--- src/rtl/tag_lookup_nway.sv ---
// ---------------------------------------------------------------------------
// tag_lookup_nway
//
// N-way set-associative tag store. For every set it keeps one tag and one
// valid bit per way, compares all ways of the addressed set in parallel and
// tracks true LRU with a per-way age (0 = most recent, WAYS-1 = least recent).
// On a miss it nominates a victim way: the lowest-numbered invalid way if
// there is one, otherwise the way with the oldest age.
//
// Operations (req_op):
//   00 LOOKUP : compare; a hit touches the way in the LRU order
//   01 FILL   : a tag that is already present is only touched; otherwise the
//               tag is written into the victim way, which is reported back
//               together with whatever valid line it displaced
//   10 INVAL  : clear the valid bit of the matching way
//   11 FLUSH  : walk every set, one per cycle, clearing valid bits and
//               restoring the reset age order; req_ready is low meanwhile
//
// Ports:
//   clk, rst_n           clock (rising edge), asynchronous active-low reset
//   req_valid/req_ready  request handshake; accepted when both are high
//   req_op               operation code (see above)
//   req_index, req_tag   set index and tag of the request
//   rsp_valid            one-cycle pulse, one cycle after acceptance
//   rsp_hit              the tag matched a valid way
//   rsp_way              hit way, or victim / written way on a miss
//   rsp_evict            a FILL displaced a valid line
//   rsp_evict_tag        tag of the displaced line (meaningful with rsp_evict)
// ---------------------------------------------------------------------------
module tag_lookup_nway #(
   parameter int TAG_W   = 5,
   parameter int INDEX_W = 3,
   parameter int WAYS    = 2,
   parameter int WAY_W   = $clog2(WAYS)
) (
   input  logic               clk,
   input  logic               rst_n,
   input  logic               req_valid,
   output logic               req_ready,
   input  logic [1:0]         req_op,
   input  logic [INDEX_W-1:0] req_index,
   input  logic [TAG_W-1:0]   req_tag,
   output logic               rsp_valid,
   output logic               rsp_hit,
   output logic [WAY_W-1:0]   rsp_way,
   output logic               rsp_evict,
   output logic [TAG_W-1:0]   rsp_evict_tag
);

   localparam int SETS = 1 << INDEX_W;

   localparam logic [1:0] OP_LOOKUP = 2'b00;
   localparam logic [1:0] OP_FILL   = 2'b01;
   localparam logic [1:0] OP_INVAL  = 2'b10;
   localparam logic [1:0] OP_FLUSH  = 2'b11;

   typedef enum logic {
      ST_IDLE,
      ST_FLUSH
   } state_t;

   state_t state_q, state_d;
   logic [INDEX_W-1:0] flush_cnt_q, flush_cnt_d;

   logic [TAG_W-1:0] tag_q [SETS][WAYS];
   logic [TAG_W-1:0] tag_d [SETS][WAYS];
   logic [WAYS-1:0]  valid_q [SETS];
   logic [WAYS-1:0]  valid_d [SETS];
   logic [WAY_W-1:0] age_q [SETS][WAYS];
   logic [WAY_W-1:0] age_d [SETS][WAYS];

   logic             rsp_valid_q, rsp_valid_d;
   logic             rsp_hit_q, rsp_hit_d;
   logic [WAY_W-1:0] rsp_way_q, rsp_way_d;
   logic             rsp_evict_q, rsp_evict_d;
   logic [TAG_W-1:0] rsp_evict_tag_q, rsp_evict_tag_d;

   logic             accept;
   logic             hit_any;
   logic [WAY_W-1:0] hit_way;
   logic             inv_any;
   logic [WAY_W-1:0] inv_way;
   logic [WAY_W-1:0] lru_way;
   logic [WAY_W-1:0] victim_way;
   logic             touch_en;
   logic [WAY_W-1:0] touch_way;

   assign req_ready     = (state_q == ST_IDLE);
   assign accept        = req_valid && req_ready;
   assign rsp_valid     = rsp_valid_q;
   assign rsp_hit       = rsp_hit_q;
   assign rsp_way       = rsp_way_q;
   assign rsp_evict     = rsp_evict_q;
   assign rsp_evict_tag = rsp_evict_tag_q;

   // Parallel compare and victim choice for the addressed set. Loops run from
   // the top way downwards so the lowest-numbered candidate is the last
   // assignment and therefore wins.
   always_comb begin
      hit_any = 1'b0;
      hit_way = '0;
      inv_any = 1'b0;
      inv_way = '0;
      lru_way = '0;
      for (int w = WAYS - 1; w >= 0; w--) begin
         if (valid_q[req_index][w] && (tag_q[req_index][w] == req_tag)) begin
            hit_any = 1'b1;
            hit_way = WAY_W'(w);
         end
         if (!valid_q[req_index][w]) begin
            inv_any = 1'b1;
            inv_way = WAY_W'(w);
         end
         if (age_q[req_index][w] == WAY_W'(WAYS - 1)) begin
            lru_way = WAY_W'(w);
         end
      end
      victim_way = inv_any ? inv_way : lru_way;
   end

   // Request handling, flush walk and LRU maintenance.
   always_comb begin
      state_d         = state_q;
      flush_cnt_d     = flush_cnt_q;
      tag_d           = tag_q;
      valid_d         = valid_q;
      age_d           = age_q;
      rsp_valid_d     = 1'b0;
      rsp_hit_d       = rsp_hit_q;
      rsp_way_d       = rsp_way_q;
      rsp_evict_d     = rsp_evict_q;
      rsp_evict_tag_d = rsp_evict_tag_q;
      touch_en        = 1'b0;
      touch_way       = '0;

      if (state_q == ST_FLUSH) begin
         valid_d[flush_cnt_q] = '0;
         for (int w = 0; w < WAYS; w++) begin
            age_d[flush_cnt_q][w] = WAY_W'(w);
         end
         if (flush_cnt_q == INDEX_W'(SETS - 1)) begin
            state_d     = ST_IDLE;
            flush_cnt_d = '0;
            rsp_valid_d = 1'b1;
            rsp_hit_d   = 1'b0;
            rsp_way_d   = '0;
            rsp_evict_d = 1'b0;
         end else begin
            flush_cnt_d = flush_cnt_q + 1'b1;
         end
      end else if (accept) begin
         case (req_op)
            OP_LOOKUP: begin
               rsp_valid_d = 1'b1;
               rsp_evict_d = 1'b0;
               rsp_hit_d   = hit_any;
               rsp_way_d   = hit_any ? hit_way : victim_way;
               touch_en    = hit_any;
               touch_way   = hit_way;
            end
            OP_FILL: begin
               rsp_valid_d = 1'b1;
               if (hit_any) begin
                  rsp_hit_d   = 1'b1;
                  rsp_way_d   = hit_way;
                  rsp_evict_d = 1'b0;
                  touch_en    = 1'b1;
                  touch_way   = hit_way;
               end else begin
                  tag_d[req_index][victim_way]   = req_tag;
                  valid_d[req_index][victim_way] = 1'b1;
                  rsp_hit_d       = 1'b0;
                  rsp_way_d       = victim_way;
                  rsp_evict_d     = valid_q[req_index][victim_way];
                  rsp_evict_tag_d = tag_q[req_index][victim_way];
                  touch_en        = 1'b1;
                  touch_way       = victim_way;
               end
            end
            OP_INVAL: begin
               rsp_valid_d = 1'b1;
               rsp_evict_d = 1'b0;
               rsp_hit_d   = hit_any;
               rsp_way_d   = hit_any ? hit_way : victim_way;
               if (hit_any) begin
                  valid_d[req_index][hit_way] = 1'b0;
               end
            end
            OP_FLUSH: begin
               state_d     = ST_FLUSH;
               flush_cnt_d = '0;
            end
            default: begin
               state_d = state_q;
            end
         endcase
      end

      // Touching way k ages every younger way by one and makes k the newest,
      // which keeps the ages of a set a permutation of 0..WAYS-1.
      if (touch_en) begin
         for (int w = 0; w < WAYS; w++) begin
            if (age_q[req_index][w] < age_q[req_index][touch_way]) begin
               age_d[req_index][w] = age_q[req_index][w] + 1'b1;
            end
         end
         age_d[req_index][touch_way] = '0;
      end
   end

   // Control, valid bits, ages and response registers.
   always_ff @(posedge clk or negedge rst_n) begin
      if (!rst_n) begin
         state_q         <= ST_IDLE;
         flush_cnt_q     <= '0;
         rsp_valid_q     <= 1'b0;
         rsp_hit_q       <= 1'b0;
         rsp_way_q       <= '0;
         rsp_evict_q     <= 1'b0;
         rsp_evict_tag_q <= '0;
         for (int s = 0; s < SETS; s++) begin
            valid_q[s] <= '0;
            for (int w = 0; w < WAYS; w++) begin
               age_q[s][w] <= WAY_W'(w);
            end
         end
      end else begin
         state_q         <= state_d;
         flush_cnt_q     <= flush_cnt_d;
         rsp_valid_q     <= rsp_valid_d;
         rsp_hit_q       <= rsp_hit_d;
         rsp_way_q       <= rsp_way_d;
         rsp_evict_q     <= rsp_evict_d;
         rsp_evict_tag_q <= rsp_evict_tag_d;
         valid_q         <= valid_d;
         age_q           <= age_d;
      end
   end

   // Tag storage carries no reset; a tag is only meaningful with its valid bit.
   always_ff @(posedge clk) begin
      tag_q <= tag_d;
   end

endmodule

--- config.mk ---
export PLATFORM = sky130hd
export DESIGN_NAME = tag_lookup_nway
export DESIGN_NICKNAME = d
export VERILOG_FILES = /design/src/rtl/tag_lookup_nway.sv
export SDC_FILE = /design/constraint.sdc
export NUM_CORES = 1
export LEC_CHECK = 0
export BUFFER_PORTS_ARGS = -buffer_cell sky130_fd_sc_hd__buf_2
export CAP_MARGIN = 30
export CORE_ASPECT_RATIO = 1.2
export CORE_MARGIN = 2
export CORE_UTILIZATION = 56
export DETAILED_ROUTE_END_ITERATION = 12
export GPL_TIMING_DRIVEN = 1
export HOLD_SLACK_MARGIN = 0.03
export PLACE_DENSITY = 0.76
export SLEW_MARGIN = 20
export SYNTH_ARGS = -nofsm -noshare
export SYNTH_HDL_FRONTEND = slang
export SYNTH_SLANG_ARGS = --single-unit
--- constraint.sdc ---
create_clock -name clk -period 2.7 [get_ports clk]
set_input_delay 0 -clock clk [delete_from_list [all_inputs] [get_ports clk]]
set_output_delay 0 -clock clk [all_outputs]
set_load 0.01 [all_outputs]
==> results of run 1 <==
-- layer usage --
metal	track usage, %	up-vias	share of wire [%]
met2	43.67	258	49
met4	15.33	0	3.7
met3	7.280	46	8.1
met1	36.86	2284	39
li1	-	2017	-
met5	0	-	0
-- power breakdown --
group | internal (uW) | switching, uW | total [uW]
combinational | 453 | 637 | 1090
sequential | 2260 | 142 | 2400
clock | 1360 | 861 | 2220
total | 4070 | 1640 | 5710
-- final cells by class --
cell class / count / area, um^2
fill: 773 / 3551
sequential: 125 / 3538
multi-input combinational: 311 / 2387
timing repair buffer: 86 / 681.9
clock buffer: 19 / 432.9
tap: 132 / 165.2
clock inverter: 12 / 140.1
inverter: 9 / 33.78
-- cells by family after synthesis --
group / count (synthesis) / share of synthesized area (%)
DFF: 125 / 56.82
buffers and inverters: 46 / 5.264
adders and majority gates: 2 / 0.4018
muxes: 53 / 9.966
and+or+nand+nor: 150 / 13.52
AOI/OAI and AO/OA: 99 / 13.04
xor gates and xnor gates: 7 / 0.9845
-- sequential cells by signal, summed over array words and instances (netlist names) --
name           flops
rsp_valid          1
rsp_hit            1
age_q             16
rsp_evict          1
flush_cnt_q        3
rsp_evict_tag      5
rsp_way            1
valid_q           16
tag_q             80
state_q            1
-- worst max path at each step --
stage / start / to / slack, ps / cells past startpoint
global route: tag_q[45]$_DFFE_PP_ / tag_q[5]$_DFFE_PP_ / 4 / 8
detailed placement: tag_q[45]$_DFFE_PP_ / rsp_evict_tag[1]$_DFFE_PN0P_ / -70 / 8
floorplan: tag_q[45]$_DFFE_PP_ / tag_q[50]$_DFFE_PP_ / 90 / 8
global placement: tag_q[45]$_DFFE_PP_ / rsp_evict_tag[0]$_DFFE_PN0P_ / -30 / 8
CTS: tag_q[45]$_DFFE_PP_ / tag_q[0]$_DFFE_PP_ / 10 / 8
finish: tag_q[45]$_DFFE_PP_ / tag_q[5]$_DFFE_PP_ / 80 / 8
-- critical path: stages, from the launching register on --
cell and delay (ps):
edfxtp_1 350, and4b_1 180, a2111o_1 420, a2111oi_4 340
xor2_1 130, a41o_2 280, nor3_4 130, buf_4 190
and2_1 270
-- per-stage QoR --
step | TNS (ps) | area, um^2
2_1_floorplan | 0 | 6227
3_3_place_gp | -285.8 | 6684
3_5_place_dp | -1637 | 6704
4_1_cts | 0 | 7352
5_1_grt | 0 | 7380
6_report | 0 | 7380
-- layout by cell type, fill, tap and decap left out, types with 8 or more instances in the layout --
cell type / synthesis / final
mux2i_1: 35 / 35
dfstp_2: 8 / 8
nand2b_1: 8 / 8
inv_1: 9 / 9
dfrtp_1: 37 / 37
buf_2: 9 / 22
clkbuf_16: 0 / 17
nand2_1: 37 / 37
a32oi_1: 13 / 13
and2_4: 0 / 8
o2bb2ai_1: 8 / 8
a21oi_1: 9 / 9
o311ai_1: 16 / 16
nand3_1: 18 / 18
buf_4: 6 / 52
edfxtp_1: 80 / 80
nor2_1: 21 / 21
a22oi_1: 11 / 11
-- repair_timing --
action | CTS | global route
hold buffers | 5 | 0
setup buffers | 2 | 1
endpoints found under the hold margin | 50 | 0
pin swaps | 1 | 3
setup endpoints to repair | 74 | 65
gates resized for setup | 8 | 14
==> reports/qor.txt, run 1 <==
fmax -> 0.3821 GHz
worst hold slack -> 37.30 ps
Worst R2R Setup Slack -> 80 ps
synthesized instance count -> 482
Worst setup SP type -> flip-flop
Post-DRT Antenna Nets -> 0
Vias -> 4605
CTS Sinks -> 125
Power Dens Cells -> 774.0 nW/um^2
number of core rows -> 42
Async SR Flop Fraction -> 36.00%
DP HPWL -> 10600 um
status -> finished clean
Layout area overhead -> 18.51%
min-delay worst type -> in2reg
Core ar. -> 10930 um^2
reg2reg path depth -> 8
GRT Residual Overflow -> 0
post-layout utilization of the core -> 67.51%
vias per cell -> 6.635
Area contributors post-synth -> edfxtp_1 (39%), dfrtp_1 (15%), mux2i_1 (5.6%)
Initial DRC Count -> 514
initial antenna violation count -> 0
DP Cell Count -> 655
max cap viols -> 0
Hold Startpoint -> req_tag[1]
# port buffers -> 22
io pins -> 23
Critical Path RT -> 2810 ps
syn_nets -> 497
die area -> 11980 um^2
Critical Path Fanout Max -> 10
Yosys cell types -> 71
CP Capture Type -> flip-flop
crit path DAT -> 2720 ps
largest net degree at the start of global routing -> 36
Max-slew headroom -> 68.21%
H-tree level count -> 4
DP Worst Slack -> -68.57 ps
CTS tree -> done
hold endpoint -> tag_q[71]$_DFFE_PP_
worst r2r src -> tag_q[45]$_DFFE_PP_
syn_area_per_cell -> 12.92 um^2
Num CTS Buffers -> 17
CTS clk-pin slew, worst paths -> 60 ps
CTS Root Buffer Type -> clkbuf_16
warning count from the yosys run -> 0
skew final -> 12.41 ps
Final Slew Violations -> 0
setup ws final -> 82.81 ps
Final Cycle Share -> 96.93%
hold depth -> 1
non-filler cells in the finished layout -> 694
initial core utilization -> 56.97%
top-area cell type share of the netlist area -> 38.58%
crit path kind -> reg2reg
die height -> 119.5 um
# setup viols final -> 0
Pre-antenna DRT Iters -> 6
total power -> 5712 uW
endpoints failing hold -> 0
Nets -> 565
most common cell in the netlist -> edfxtp_1
RSZ-0062 raised after global routing -> no
worst skew pair latency -> 420 ps
chip width -> 100.3 um
# DRC -> 0
number of synthesized flops with an enable pin -> 80
post-synth top area cell -> edfxtp_1
antenna diode count -> 0
layout cells sized above 1 -> 27.40%
post-synthesis sequential area ratio -> 56.82%
area of the mapped netlist -> 6227 um^2
Peak VDD IR -> 0.6960 mV
Tmin final -> 2617 ps
worst r2r dst -> tag_q[5]$_DFFE_PP_
Slew @ Worst Pin -> 476.9 ps
FF+latch count, synth -> 125
Total GRT Usage -> 28.35%
clk buf depth -> 2
first-pass GRT wire length -> 25130 um
gpl congestion -> 0.9266
P_leak -> 0.002928 uW
Commonest cells post-synth -> edfxtp_1 (80), dfrtp_1 (37), nand2_1 (37), mux2i_1 (35), nor2_1 (21)
Detailed Route WL -> 16080 um
dominant synthesized flop cell -> edfxtp_1
Avg WL per Cell -> 23.16 um
vias in the first global route -> 4757
Note: power is estimated with default switching activity, not from simulation.
==> inputs of run 2 (changes only) <==
--- a/config.mk
+++ b/config.mk
@@ -13,7 +13,7 @@
 export DETAILED_ROUTE_END_ITERATION = 12
 export GPL_TIMING_DRIVEN = 1
 export HOLD_SLACK_MARGIN = 0.03
-export PLACE_DENSITY = 0.76
+export PLACE_DENSITY_LB_ADDON = 0.08
 export SLEW_MARGIN = 20
 export SYNTH_ARGS = -nofsm -noshare
 export SYNTH_HDL_FRONTEND = slang
==> run 2 against run 1 <==
Sequential power is essentially flat. Die area is the same. Count of clock-buffer cells in the layout shrank 1. Register-to-register slack lost 50 ps. Via count shrank 2.8%. Worst hold slack gained 14 ps. Largest cell class unchanged. Wire length grew 2.1%. Largest power group unchanged. Highest routed layer unchanged. Cell count grew 1.4%. Sequential share of layout area shrank 0.62 points. Clock skew shrank 1.2 ps. Maximum frequency shrank 2.0%.
==> reports/qor.txt, run 2 (synthesized netlist as in run 1, its figures left out) <==
status -> finished clean
worst skew pair latency -> 420 ps (about the same)
die height -> 119.5 um (unchanged)
CP Capture Type -> flip-flop
Worst setup SP type -> flip-flop
Final Slew Violations -> 0 (unchanged)
# port buffers -> 22 (unchanged)
# setup viols final -> 0 (unchanged)
vias in the first global route -> 4476 (-5.9%)
reg2reg path depth -> 8 (unchanged)
P_leak -> 0.002984 uW (+1.9%)
first-pass GRT wire length -> 25200 um (+0.27%)
Hold Startpoint -> req_tag[4]
skew final -> 11.17 ps (-1.240 ps)
Layout area overhead -> 20.05%
initial antenna violation count -> 0 (unchanged)
endpoints failing hold -> 0 (unchanged)
antenna diode count -> 0 (unchanged)
CTS Sinks -> 125 (unchanged)
Post-DRT Antenna Nets -> 0 (unchanged)
Initial DRC Count -> 352 (-32%)
worst r2r dst -> tag_q[61]$_DFFE_PP_
initial core utilization -> 56.97% (unchanged)
io pins -> 23 (unchanged)
Pre-antenna DRT Iters -> 5 (-1)
Slew @ Worst Pin -> 477.5 ps (+0.6540 ps)
Buf/Inv on CP -> 2 (+1)
gpl congestion -> 0.9417 (+1.6%)
Power Dens Cells -> 767.8 nW/um^2 (-0.80%)
H-tree level count -> 4 (unchanged)
biggest regs -> tag_q (80), age_q (16), valid_q (16)
CP cell instances -> mux4_2 > mux2i_2 > buf_4 > a21oi_2 > or2_1 > nor4_4 > buf_4 > and2_4
min-delay worst type -> in2reg
Num CTS Buffers -> 17 (unchanged)
hold endpoint -> tag_q[39]$_DFFE_PP_
Worst R2R Setup Slack -> 30 ps (-50 ps)
Vias -> 4474 (-2.8%)
total power -> 5740 uW (+0.49%)
DP HPWL -> 11060 um (+4.4%)
layout cells sized above 1 -> 29.02% (+1.6 points)
GRT Residual Overflow -> 0 (unchanged)
Total GRT Usage -> 28.59% (+0.24 points)
CTS Root Buffer Type -> clkbuf_16
worst r2r src -> valid_q[7]$_DFFE_PN0P_
crit path DAT -> 2800 ps (+80 ps)
Top reg by flops -> tag_q
crit path kind -> reg2reg
Critical Path Fanout Max -> 5 (-5)
most common cell after layout, fill and taps aside -> edfxtp_1
family with the most delay on the worst path -> simple AND/OR/NAND/NOR gates
RSZ-0062 raised after global routing -> yes
commonest non-fill, non-tap cells in the layout -> edfxtp_1 (80), buf_4 (57), nand2_1 (37), dfrtp_1 (37), mux2i_1 (34)
clk buf depth -> 2 (unchanged)
hold depth -> 1 (unchanged)
Detailed Route WL -> 16410 um (+2.1%)
Avg WL per Cell -> 23.31 um (+0.62%)
fmax -> 0.3744 GHz (-2.0%)
largest net degree at the start of global routing -> 32 (-11%)
Nets -> 574 (+1.6%)
die area -> 11980 um^2 (unchanged)
Core ar. -> 10930 um^2 (unchanged)
Tmin final -> 2671 ps (+53.49 ps)
max cap viols -> 0 (unchanged)
CTS clk-pin slew, worst paths -> 60 ps (about the same)
CTS tree -> done
worst hold slack -> 51.70 ps (+14.40 ps)
chip width -> 100.3 um (unchanged)
max reg flops -> 80 (unchanged)
Critical Path RT -> 2830 ps (+20 ps)
# DRC -> 0 (unchanged)
Final Cycle Share -> 98.91% (+2.0 points)
slowest CP cell -> mux4_2
Peak VDD IR -> 0.5862 mV (-16%)
number of core rows -> 42 (unchanged)
vias per cell -> 6.355 (-4.2%)
Max-slew headroom -> 68.17% (about the same)
Most common cell on crit path -> buf_4
slowest cell delay on critical path -> 510 ps (+90 ps)
[run 2: final cells by class]
class / instances / area [um^2]
Clock buffer: 18 / 429.2
Timing Repair Buffer: 95 / 743.2
Inverter: 9 / 33.78
Sequential cell: 125 / 3538
Clock inverter: 14 / 158.9
Fill cell: 820 / 3455
Tap cell: 132 / 165.2
Multi-Input combinational cell: 311 / 2407
[run 2: worst max-delay path by stage]
stage	startpoint	cells past startpoint	end	slack, ps
2_1_floorplan	tag_q[45]$_DFFE_PP_	8	tag_q[50]$_DFFE_PP_	90
3_3_place_gp	req_index[1]	9	tag_q[37]$_DFFE_PP_	-60
3_5_place_dp	req_index[1]	9	tag_q[36]$_DFFE_PP_	-90
4_1_cts	tag_q[45]$_DFFE_PP_	8	tag_q[3]$_DFFE_PP_	4
5_1_grt	tag_q[45]$_DFFE_PP_	8	tag_q[61]$_DFFE_PP_	-30
6_report	valid_q[7]$_DFFE_PN0P_	8	tag_q[61]$_DFFE_PP_	30
[run 2: worst reg2reg max path, stage by stage (launching register included)]
cell	delay, ps
dfrtp_1	380
mux4_2	510
mux2i_2	230
buf_4	160
a21oi_2	50
or2_1	280
nor4_4	380
buf_4	210
and2_4	180
[run 2: power breakdown]
group / leakage (uW) / internal (uW) / switching (uW)
sequential: 0.00129 / 2260 / 148
clock: 0.000282 / 1380 / 886
combinational: 0.00141 / 446 / 629
total: 0.00298 / 4080 / 1660
[run 2: metal layers]
layer | vias up | part of all wire, % | global-route usage (%)
met5 | - | 0 | 0
met4 | 0 | 3.6 | 14.21
met3 | 39 | 6.1 | 5.416
met2 | 177 | 49 | 44.76
met1 | 2236 | 42 | 38.29
li1 | 2022 | - | -
[run 2: repair_timing]
item | CTS | global route
hold endpoints to repair | 50 | 0
gates cloned | 0 | 1
pin swaps | 0 | 5
buffers inserted | 0 | 4
hold buffers | 8 | 0
endpoints found under the setup margin | 60 | 80
gates resized for setup | 13 | 23
[run 2: metrics by stage]
| step | area, um^2 | utilization [%] | worst slack [ps] | instances | TNS [ps] |
|---|---|---|---|---|---|
| final | 7476 | 68.40 | 29.32 | 704 | 0 |
| after global routing | 7476 | 68.40 | -34.37 | 704 | -329.5 |
| after CTS | 7396 | 67.66 | 3.799 | 699 | 0 |
| after detailed placement | 6709 | 61.38 | -91.66 | 659 | -4027 |
| after global placement | 6689 | 61.20 | -61.57 | 658 | -761.6 |
| after floorplan | 6227 | - | 86.05 | 482 | 0 |
==> inputs of run 3 (changes only) <==
--- a/config.mk
+++ b/config.mk
@@ -5,16 +5,18 @@
 export SDC_FILE = /design/constraint.sdc
 export NUM_CORES = 1
 export LEC_CHECK = 0
+export ABC_AREA = 1
 export BUFFER_PORTS_ARGS = -buffer_cell sky130_fd_sc_hd__buf_2
 export CAP_MARGIN = 30
 export CORE_ASPECT_RATIO = 1.2
 export CORE_MARGIN = 2
-export CORE_UTILIZATION = 56
+export CORE_UTILIZATION = 57
 export DETAILED_ROUTE_END_ITERATION = 12
 export GPL_TIMING_DRIVEN = 1
 export HOLD_SLACK_MARGIN = 0.03
 export PLACE_DENSITY_LB_ADDON = 0.08
-export SLEW_MARGIN = 20
+export SKIP_LAST_GASP = 1
+export SLEW_MARGIN = 5
 export SYNTH_ARGS = -nofsm -noshare
 export SYNTH_HDL_FRONTEND = slang
 export SYNTH_SLANG_ARGS = --single-unit
==> run 3 against run 2 <==
Clock skew about the same. Sequential power grew 3%. Utilization decreased by 2.4 points. Worst hold slack got worse by 9.7 ps. Power up 8.4%. Clock power shrank 2%. Global-route usage increased by 0.67 points. Largest power group unchanged.
==> reports/qor.txt, run 3 <==
status -> finished clean
Top reg by flops -> tag_q
non-filler cells in the finished layout -> 1099 (+56%)
Clock power frac -> 35.6% (-3.8 points)
Worst Setup EP -> tag_q[61]$_DFFE_PP_
GRT Residual Overflow -> 0 (unchanged)
Vias -> 6017 (+34%)
Detailed Route WL -> 18280 um (+11%)
crit path DAT -> 2690 ps (-110 ps)
Final Slew Violations -> 0 (unchanged)
worst r2r src -> tag_q[34]$_DFFE_PP_
chip width -> 104.8 um (+4.6%)
Area contributors post-synth -> edfxtp_1 (35%), nand2_1 (16%), dfrtp_1 (13%)
Int Pwr -> 4102 uW (+0.59%)
largest net degree at the start of global routing -> 41 (+28%)
worst r2r dst -> tag_q[61]$_DFFE_PP_
FF+latch area -> 3538 um^2 (unchanged)
Avg WL per Cell -> 16.63 um (-29%)
RSZ-0062 raised after global routing -> yes
crit path kind -> reg2reg
filler cell count -> 1074 (+31%)
combinational fraction of design power -> 24.8% (+6.1 points)
most common cell in the netlist -> nand2_1
Tmin final -> 2634 ps (-36.84 ps)
CP startpoint -> tag_q[34]$_DFFE_PP_
dominant synthesized flop cell -> edfxtp_1
CTS Root Buffer Type -> clkbuf_16
Critical Path RT -> 2760 ps (-70 ps)
worst skew pair latency -> 430 ps (about the same)
Core ar. -> 12000 um^2 (+9.8%)
Layout area overhead -> 13.80%
Total GRT Usage -> 29.26% (+0.67 points)
synthesized instance count -> 893 (+85%)
io pins -> 23 (unchanged)
layout cells sized above 1 -> 11.94% (-17 points)
Async SR Flop Fraction -> 36.00% (unchanged)
# DRC -> 0 (unchanged)
vias in the first global route -> 5842 (+31%)
min-delay worst type -> in2reg
Critical Path Fanout Max -> 22 (+17)
number of synthesized flops with an enable pin -> 80 (unchanged)
warning count from the yosys run -> 0 (unchanged)
commonest non-fill, non-tap cells in the layout -> nand2_1 (304), inv_1 (125), nand3_1 (98)
Commonest cells post-synth -> nand2_1 (304), inv_1 (125), nand3_1 (98), edfxtp_1 (80), nor2_1 (47)
syn_nets -> 908 (+83%)
area of the mapped netlist -> 6955 um^2 (+12%)
DP Cell Count -> 1061 (+61%)
CP Capture Type -> flip-flop
total power -> 6224 uW (+8.4%)
Worst R2R Setup Slack -> 70 ps (+40 ps)
vias per cell -> 5.475 (-14%)
max cap viols -> 0 (unchanged)
endpoints failing hold -> 0 (unchanged)
Max-slew headroom -> 51.32% (-17 points)
Yosys cell types -> 28 (-61%)
CTS Sinks -> 125 (unchanged)
Peak VDD IR -> 0.6071 mV (+3.6%)
CTS clk-pin slew, worst paths -> 60 ps (about the same)
die area -> 13110 um^2 (+9.4%)
# port buffers -> 22 (unchanged)
clk buf depth -> 2 (unchanged)
Pre-antenna DRT Iters -> 7 (+2)
post-synthesis sequential area ratio -> 50.87% (-5.9 points)
H-tree level count -> 4 (unchanged)
Final Cycle Share -> 97.55% (-1.4 points)
Post-Route Setup TNS -> 0 ps (unchanged)
top-area cell type share of the netlist area -> 34.54% (-4.0 points)
area occupied by multi-input gates -> 2725 um^2 (+13%)
most common cell after layout, fill and taps aside -> nand2_1
Nets -> 940 (+64%)
skew final -> 10.72 ps (-0.4504 ps)
max reg flops -> 80 (unchanged)
FF+latch count, synth -> 125 (unchanged)
die height -> 125.0 um (+4.6%)
Slew @ Worst Pin -> 724.7 ps (+247.1 ps)
initial core utilization -> 57.95% (+0.98 points)
first-pass GRT wire length -> 29550 um (+17%)
initial antenna violation count -> 0 (unchanged)
reg2reg path depth -> 13 (+5)
Post-CTS Setup Bufs -> 0 (unchanged)
CTS tree -> done
DP Worst Slack -> 8.349 ps (+100.0 ps)
# setup viols final -> 0 (unchanged)
number of core rows -> 44 (+4.8%)
fmax -> 0.3797 GHz (+1.4%)
Flop pwr share -> 39.6% (-2.3 points)
Num CTS Buffers -> 17 (unchanged)
antenna diode count -> 0 (unchanged)
Initial DRC Count -> 510 (+45%)
Switch Pwr -> 2122 uW (+28%)
Post-DRT Antenna Nets -> 0 (unchanged)
setup ws final -> 66.16 ps (+36.84 ps)
P_leak -> 0.003711 uW (+24%)
syn_area_per_cell -> 7.789 um^2 (-40%)
biggest regs -> tag_q (80), age_q (16), valid_q (16)
post-synth top area cell -> edfxtp_1
Worst setup SP type -> flip-flop
Power Dens Cells -> 786.4 nW/um^2 (+2.4%)
gpl congestion -> 0.9701 (+3.0%)
DP HPWL -> 12970 um (+17%)
fraction of power spent switching nets -> 34.10% (+5.1 points)
## run 3: changes by cell type after synthesis, sizes merged, moves of 17 or more
| cell | delta |
|---|---|
| a21oi | +29 |
| mux2i | -35 |
| and2 | -18 |
| nand4 | +22 |
| nand3 | +86 |
| o311ai | -17 |
| inv | +122 |
| nand2 | +273 |
| nor2 | +29 |
| o21ai | +32 |
## run 3: critical path, cell delays in order, from the launching register on
cell and delay, ps:
edfxtp_1 370, inv_1 70, nand2_1 50, nand3_1 90
nand2_1 120, nor2_1 200, nand2_1 80, nand2_1 70
nor2_1 60, nand3_2 120, nand3_2 100, nor2_2 120
inv_2 200, nor3_1 620
## run 3: power groups by stage
| stage | combinational, uW | clock (uW) | sequential (uW) |
|---|---|---|---|
| 6_report | 1540 | 2220 | 2460 |
| 5_1_grt | 1730 | 2320 | 2490 |
| 4_1_cts | 1520 | 2240 | 2460 |
| 3_5_place_dp | 1520 | 0 | 2490 |
| 3_3_place_gp | 1480 | 0 | 2490 |
| 2_1_floorplan | 1050 | 0 | 2460 |
## run 3: per-layer routing
layer	vias up	track usage, %	routed length [um]	part of all wire [%]
met1	2814	34.93	7337	40
met4	0	13.57	597	3.3
li1	2952	-	-	-
met3	41	5.370	897	4.9
met5	-	0	0	0
met2	210	51.15	9449	52
## run 3: worst min path at each step
stage,startpoint,end,slack [ps],cells after the start
after global routing,req_tag[1],tag_q[61]$_DFFE_PP_,50,1
after detailed placement,rst_n,flush_cnt_q[0]$_DFFE_PN0P_,30,1
after floorplan,rst_n,age_q[11]$_DFF_PN0_,-300,0
final,req_tag[1],tag_q[61]$_DFFE_PP_,40,1
after CTS,req_tag[1],tag_q[61]$_DFFE_PP_,30,1
after global placement,rst_n,valid_q[2]$_DFFE_PN0P_,230,1
## run 3: final cells by class
cell class | count | share of cell area (%)
repair buffers | 52 | 4.837
clock inverters | 14 | 1.834
flip-flops and latches | 125 | 44.70
multi-input cells | 598 | 34.43
clock buffers | 18 | 5.422
well taps | 161 | 2.545
inverters | 131 | 6.228
## run 3: stage by stage
step                utilization, %  area (um^2)  hold slack [ps]
floorplan                        -         6955           -295.6
global placement             60.26         7232            226.5
detailed placement           60.49         7259            29.76
CTS                          65.82         7899            31.52
global route                 65.95         7915            46.40
finish                       65.95         7915            41.96
## run 3: kinds of logic (layout without fill, tap and decap cells)
family	count (synthesis)	after routing	synth area share [%]
AO/OA/AOI/OAI	86	86	6.422
flip-flops	125	125	50.87
buffers and inverters	170	215	10.24
adder cells (fa/ha/maj)	2	2	0.3597
AND/OR/NAND/NOR	510	510	32.11
## run 3: what timing repair did
| action | CTS | global route |
|---|---|---|
| hold buffers | 6 | 0 |
| endpoints found under the hold margin | 70 | 0 |
| setup endpoints to repair | 5 | 61 |
| resized for setup | 1 | 4 |
